===== src/rtl/rvm_trap_ctrl_pkg.sv =====
// rvm_trap_ctrl_pkg: cause codes, sequencer states and interrupt priority for the trap controller
package rvm_trap_ctrl_pkg;
   typedef enum logic [1:0] {
      ST_IDLE      = 2'd0,
      ST_ENTRY     = 2'd1,
      ST_MRET_EXIT = 2'd2,
      ST_REDIRECT  = 2'd3
   } trap_st_e;
   localparam logic [4:0] CAUSE_IADDR_MISALIGN = 5'd0;
   localparam logic [4:0] CAUSE_IADDR_FAULT    = 5'd1;
   localparam logic [4:0] CAUSE_ILLEGAL_INSTR  = 5'd2;
   localparam logic [4:0] CAUSE_BREAKPOINT     = 5'd3;
   localparam logic [4:0] CAUSE_LADDR_MISALIGN = 5'd4;
   localparam logic [4:0] CAUSE_LADDR_FAULT    = 5'd5;
   localparam logic [4:0] CAUSE_SADDR_MISALIGN = 5'd6;
   localparam logic [4:0] CAUSE_SADDR_FAULT    = 5'd7;
   localparam logic [4:0] CAUSE_MSI            = 5'd3;
   localparam logic [4:0] CAUSE_MTI            = 5'd7;
   localparam logic [4:0] CAUSE_MEI            = 5'd11;
   // bit positions inside irq_pending = {mei,mti,msi}; priority is MEI, MSI, MTI
   localparam int IRQ_MSI = 0;
   localparam int IRQ_MTI = 1;
   localparam int IRQ_MEI = 2;
   function automatic logic badaddr_cause(input logic [4:0] c);
      return c inside {CAUSE_IADDR_MISALIGN, CAUSE_IADDR_FAULT, CAUSE_LADDR_MISALIGN,
                       CAUSE_LADDR_FAULT, CAUSE_SADDR_MISALIGN, CAUSE_SADDR_FAULT};
   endfunction
endpackage


===== src/rtl/rvm_trap_prio.sv =====
// rvm_trap_prio: picks one trap; lowest exception bit first, then MEI > MSI > MTI
module rvm_trap_prio
   import rvm_trap_ctrl_pkg::*;
(
   input  logic [7:0] exc_vec,
   input  logic [2:0] irq_pending,
   input  logic       irq_en,
   output logic       take,
   output logic       is_irq,
   output logic [4:0] cause
);
   always_comb begin
      cause = '0;
      for (int i = 7; i >= 0; i--) if (exc_vec[i]) cause = 5'(i);
      is_irq = ~|exc_vec & irq_en & |irq_pending;
      take = |exc_vec | is_irq;
      if (is_irq) cause = irq_pending[IRQ_MEI] ? CAUSE_MEI : irq_pending[IRQ_MSI] ? CAUSE_MSI : CAUSE_MTI;
   end
endmodule


===== src/rtl/rvm_trap_ctrl.sv =====
// rvm_trap_ctrl: sequences trap entry and MRET exit, updates mstatus and redirects the PCU
module rvm_trap_ctrl
   import rvm_trap_ctrl_pkg::*;
#(
   parameter bit   VECTORED_EN      = 1'b0,
   parameter logic MSTATUS_MPIE_RST = 1'b0
) (
   input  logic        clk,
   input  logic        reset,
   input  logic        core_stall,
   input  logic        instr_boundary,
   input  logic [31:0] pc,
   input  logic [7:0]  exc_vec,
   input  logic [31:0] exc_badaddr,
   input  logic [2:0]  irq_pending,
   input  logic        op_mret,
   input  logic [29:0] mtvec,
   input  logic [31:0] mepc_in,
   input  logic        mstatus_we,
   input  logic [1:0]  mstatus_wdata,
   output logic        csr_trap_we,
   output logic [31:0] csr_mepc,
   output logic [31:0] csr_mcause,
   output logic        csr_mbadaddr_we,
   output logic [31:0] csr_mbadaddr,
   output logic        mstatus_mie,
   output logic        mstatus_mpie,
   output logic        redirect_valid,
   output logic [31:0] redirect_target,
   input  logic        redirect_ready,
   output logic        busy
);
   trap_st_e    state_q, state_d;
   logic [31:0] mepc_q, mepc_d, mcause_q, mcause_d, mbad_q, mbad_d, target_q, target_d;
   logic        mie_q, mie_d, mpie_q, mpie_d;
   logic        take, is_irq, accept, trap, mret;
   logic [4:0]  cause;
   logic [31:0] base;
   rvm_trap_prio u_prio (
      .exc_vec     (exc_vec),
      .irq_pending (irq_pending),
      .irq_en      (instr_boundary & mie_q),
      .take        (take),
      .is_irq      (is_irq),
      .cause       (cause)
   );
   assign accept = (state_q == ST_IDLE) && !core_stall;
   assign trap   = accept && take;
   assign mret   = accept && !take && op_mret && instr_boundary;
   assign base   = {mtvec, 2'b00};
   always_comb begin
      state_d  = state_q;
      mepc_d   = mepc_q;
      mcause_d = mcause_q;
      mbad_d   = mbad_q;
      target_d = target_q;
      mie_d    = mie_q;
      mpie_d   = mpie_q;
      case (state_q)
         ST_IDLE:
            if (trap) begin
               state_d  = ST_ENTRY;
               mepc_d   = pc;
               mcause_d = {is_irq, 26'b0, cause};
               mbad_d   = exc_badaddr;
               target_d = (VECTORED_EN && is_irq) ? base + {25'b0, cause, 2'b00} : base;
            end else if (mret) begin
               state_d  = ST_MRET_EXIT;
               target_d = mepc_in & ~32'h3;
            end else if (mstatus_we) begin
               mpie_d = mstatus_wdata[1];
               mie_d  = mstatus_wdata[0];
            end
         ST_ENTRY: begin
            mpie_d  = mie_q;
            mie_d   = 1'b0;
            state_d = ST_REDIRECT;
         end
         ST_MRET_EXIT: begin
            mie_d   = mpie_q;
            mpie_d  = 1'b1;
            state_d = ST_REDIRECT;
         end
         default: if (redirect_ready) state_d = ST_IDLE;
      endcase
   end
   always_ff @(posedge clk) begin
      if (reset) begin
         state_q  <= ST_IDLE;
         mepc_q   <= '0;
         mcause_q <= '0;
         mbad_q   <= '0;
         target_q <= '0;
         mie_q    <= 1'b0;
         mpie_q   <= MSTATUS_MPIE_RST;
      end else begin
         state_q  <= state_d;
         mepc_q   <= mepc_d;
         mcause_q <= mcause_d;
         mbad_q   <= mbad_d;
         target_q <= target_d;
         mie_q    <= mie_d;
         mpie_q   <= mpie_d;
      end
   end
   assign csr_trap_we     = state_q == ST_ENTRY;
   assign csr_mbadaddr_we = csr_trap_we && !mcause_q[31] && badaddr_cause(mcause_q[4:0]);
   assign csr_mepc        = mepc_q;
   assign csr_mcause      = mcause_q;
   assign csr_mbadaddr    = mbad_q;
   assign mstatus_mie     = mie_q;
   assign mstatus_mpie    = mpie_q;
   assign redirect_valid  = state_q == ST_REDIRECT;
   assign redirect_target = target_q;
   assign busy            = state_q != ST_IDLE;
endmodule


===== config.mk =====
export PLATFORM = sky130hd
export DESIGN_NAME = rvm_trap_ctrl
export DESIGN_NICKNAME = d
export VERILOG_FILES = /design/src/rtl/rvm_trap_ctrl_pkg.sv /design/src/rtl/rvm_trap_prio.sv /design/src/rtl/rvm_trap_ctrl.sv
export SDC_FILE = /design/constraint.sdc
export NUM_CORES = 1
export LEC_CHECK = 0
export CORE_AREA = 2 2 110 112
export DETAILED_ROUTE_END_ITERATION = 6
export DIE_AREA = 0 0 112 114
export DONT_BUFFER_PORTS = 1
export GPL_TIMING_DRIVEN = 0
export PLACE_DENSITY = 0.57
export SLEW_MARGIN = 10
export SYNTH_ARGS = -nofsm -noshare
export SYNTH_HDL_FRONTEND = slang
export SYNTH_HIERARCHICAL = 1
export SYNTH_SLANG_ARGS = --single-unit

===== constraint.sdc =====
create_clock -name clk -period 1.7 [get_ports clk]
set_clock_uncertainty 0.05 [all_clocks]
set_input_delay 0.085 -clock clk [delete_from_list [all_inputs] [get_ports clk]]
set_output_delay 0.085 -clock clk [all_outputs]
set_load 0.05 [all_outputs]

==> impl_metrics.toml <==
[sta]
fin_worst_hold_slack_ns = 0.02104
hold_viol_final = 0
clock.fmax_mhz = 498.3
rsz_0062_raised_after_global_routing = "yes"
slew_viol_final = 0
relSlewSlack_pct = 51.99
fin_crit_sh_pct = 118.1
setup-violations-final = 104
worst_pin_slew_ns = 0.7202
timing.final.ws_setup_ns = -0.3070
final.min_clock_period_ns = 2.007

[outcome]
outcome = "complete, but fails checks"
violations = "setup timing"

[worst_setup_path]
cell_chain_of_the_critical_path = "inv_2, ha_4, or4b_4, a21oi_4"
worst_ep_arrival_time_ns = 1.87
slowest_cp_cell = "sky130_fd_sc_hd__or4b_4"
cp.buffers_inverters = 1
timing.critical_path.slowest_cell_delay_ns = 0.50
critical_path.max_fanout = 3
startpoint_type = "register"
worst_ep_required_time_ns = 1.56
flop_to_flop_setup_slack_ns = -0.21
setup.worst_path.end_class = "output port"
worst_path_dominant_cell_family = "simple AND/OR/NAND/NOR gates"
criticalPathCategory = "register to output port"

[detailed_routing]
vias_per_cell = 5.221
firstDrtPassIters = 4
routed.top_layer = "met4"
detail_route.iter0.violations = 182
route.antenna.remaining_nets = 0
detailed_routed_wire_length_on_met2_mm = 8.465
drc = 0
via_count = 4720
drt-total-wl_mm = 16.33
met1Wirelength_mm = 5.951
wl_met3_mm = 1.368
route.detailed.wl_per_inst_um = 18.06

[clocking]
clk-insertion-delay-late_ns = 0.35
cts_buffer_depth = 2
cts.clk_slew.worst_paths_ns = 0.07
clock-sinks = 104
tritoncts = "built"
ctsHtreeMaxLevel = 3
cts_made_buffers = 9
clock_tree.root_cell = "sky130_fd_sc_hd__clkbuf_16"

[power_and_ir_drop]
totalPowerFinal_mw = 11.55
power.density_nw_per_um2 = 1508
static-leakage-power_nw = 3.176
max-vdd-ir-drop_uv = 1004

[die]
floorplan.die_area_um2 = 12770
die_height_um = 114
fp.dieW_um = 112
design.core.area_um2 = 11710
io_pins = 280
initial_util_pct = 39.32
floorplan.rows = 40

[cells_and_area]
final_cells = 904
postLayoutCoreUtil_pct = 65.41
signed_area_change_from_the_synthesized_netlist_to_the_final_layout_pct = 66.36
design.final.nets = 902
stdcell_area_um2 = 7660
antenna-diode-count = 0
drive_above_1_share_pct = 33.95

[synthesis]
synth_top_cells_by_area = "sky130_fd_sc_hd__dfxtp_1, sky130_fd_sc_hd__nand2_1, sky130_fd_sc_hd__a21oi_1"
yosysTopAreaCell = "sky130_fd_sc_hd__dfxtp_1"
synth_most_common_cell = "sky130_fd_sc_hd__nand2_1"
synth.cells.most_frequent = "sky130_fd_sc_hd__nand2_1, sky130_fd_sc_hd__a21oi_1, sky130_fd_sc_hd__dfxtp_1"
syn-mean-instance-area_um2 = 8.092
synth_seq_area_share_pct = 45.22
ys_dominant_reg_cell = "sky130_fd_sc_hd__dfxtp_1"
synth_top_cell_area_share_pct = 45.22
synth.distinct_cells = 37
synth_edf_count = 0
post_synth_instance_area_um2 = 4604
ys_ff_latch = 104
yosysWarnings = 6
share_of_flip_flops_with_an_asynchronous_set_or_reset_after_synthesis_pct = 0
synthesis.instances = 569

[grt]
overflow = 0
number_of_antenna_violations_at_the_first_check_in_global_routing = 0
groute.usage.overall_pct = 22.91
grt_pass1_vias = 4692
first_pass_grt_wire_length_mm = 23.53
grt_max_degree = 17

[placed_design]
dpl_cell_area_um2 = 4942
dp.final_hpwl_mm = 9.456
io_buffer_count = 0
place_congestion = 0.8109
dp.cells = 743

[worst_hold_path]
worst_hold_check_path_type = "input port to register"

[run]
maxCapViolations = 0
-- cell usage in the layout (no fill, tap or decap), drive strengths merged, types with 2 or more instances in the layout --
master | synthesis | routed
nand2 | 201 | 201
dlygate4sd3 | 0 | 130
a21oi | 106 | 106
dfxtp | 104 | 104
buf | 56 | 69
clkbuf | 18 | 31
a311oi | 30 | 30
conb | 2 | 29
inv | 7 | 7
nor2 | 5 | 5
nand2b | 4 | 4
ha | 4 | 4
and2 | 3 | 3
nor2b | 3 | 3
bufinv | 0 | 3
nand3b | 2 | 2
o21ai | 2 | 2
mux2i | 2 | 2
nand3 | 2 | 2
o31ai | 2 | 2
nor4 | 2 | 2
-- power breakdown --
part           switching (mW)  internal [mW]  total [mW]
sequential               2.39           3.01        5.40
combinational            2.03           1.61        3.64
clock                   0.941           1.57        2.51
-- registers in the layout (all words and copies together), names as in the netlist --
| name | count |
|---|---|
| csr_mepc | 32 |
| redirect_target | 30 |
| csr_mcause | 6 |
| mstatus_mpie | 1 |
| mstatus_mie | 1 |
| csr_mbadaddr | 32 |
| state_q | 2 |
-- what timing repair did --
item                                    4_1_cts  5_1_grt
cloned                                        8        1
setup buffers                                 6        1
hold buffers                                131        0
endpoints found under the setup margin      105      106
pin swaps                                    28      102
hold endpoints to repair                     99        0
gates resized for setup                      77      177
-- tightest hold or removal path: stages --
cell and delay [ns]:
sky130_fd_sc_hd__o21ba_2 0.11, sky130_fd_sc_hd__a21oi_1 0.06, sky130_fd_sc_hd__mux2i_1 0.12
-- final cells by class --
class	count	area [µm²]
well taps	147	183.9
fillers	866	4051
clock buffers	12	267.8
repair buffers	146	1534
inverters	7	26.28
flip-flops and latches	104	2088
plain buffers	73	584.3
clock inverters	4	97.59
multi-input cells	411	2878
-- stage by stage --
stage	setup slack [ns]	TNS, ns
floorplan	-0.06200	-0.06200
global placement	-0.3168	-25.92
detailed placement	-0.3870	-30.14
CTS	-0.3079	-11.40
global route	-0.3410	-22.06
finish	-0.3070	-13.53
-- kinds of logic after synthesis --
group                      after synthesis  share of synthesized area (%)
adders and majority gates                4                          1.087
AOI/OAI and AO/OA                      149                          22.20
DFF                                    104                          45.22
muxes                                    3                         0.6793
other                                    2                         0.1631
and+or+nand+nor                        226                          20.43
buffers and inverters                   81                          10.22
-- per-layer routing --
metal  vias to the layer above  track usage (%)
li1                       2228                -
met1                      2215            24.47
met2                       230            41.74
met3                        47            7.067
met4                         0            10.16
met5                         -                0
-- final timing paths --
path                            startpoint                          endpoint  cells after the start
hold / removal              redirect_ready           state_q[0]$_SDFFE_PP0P_                      3
hold reg to reg    state_q[0]$_SDFFE_PP0P_           state_q[0]$_SDFFE_PP0P_                      2
setup reg to reg  mstatus_mie$_SDFFE_PP0P_  redirect_target[24]$_SDFFE_PP0P_                      8
setup / recovery   state_q[1]$_SDFFE_PP0P_                   csr_mbadaddr_we                      4
(Power assumes the default switching activity.)
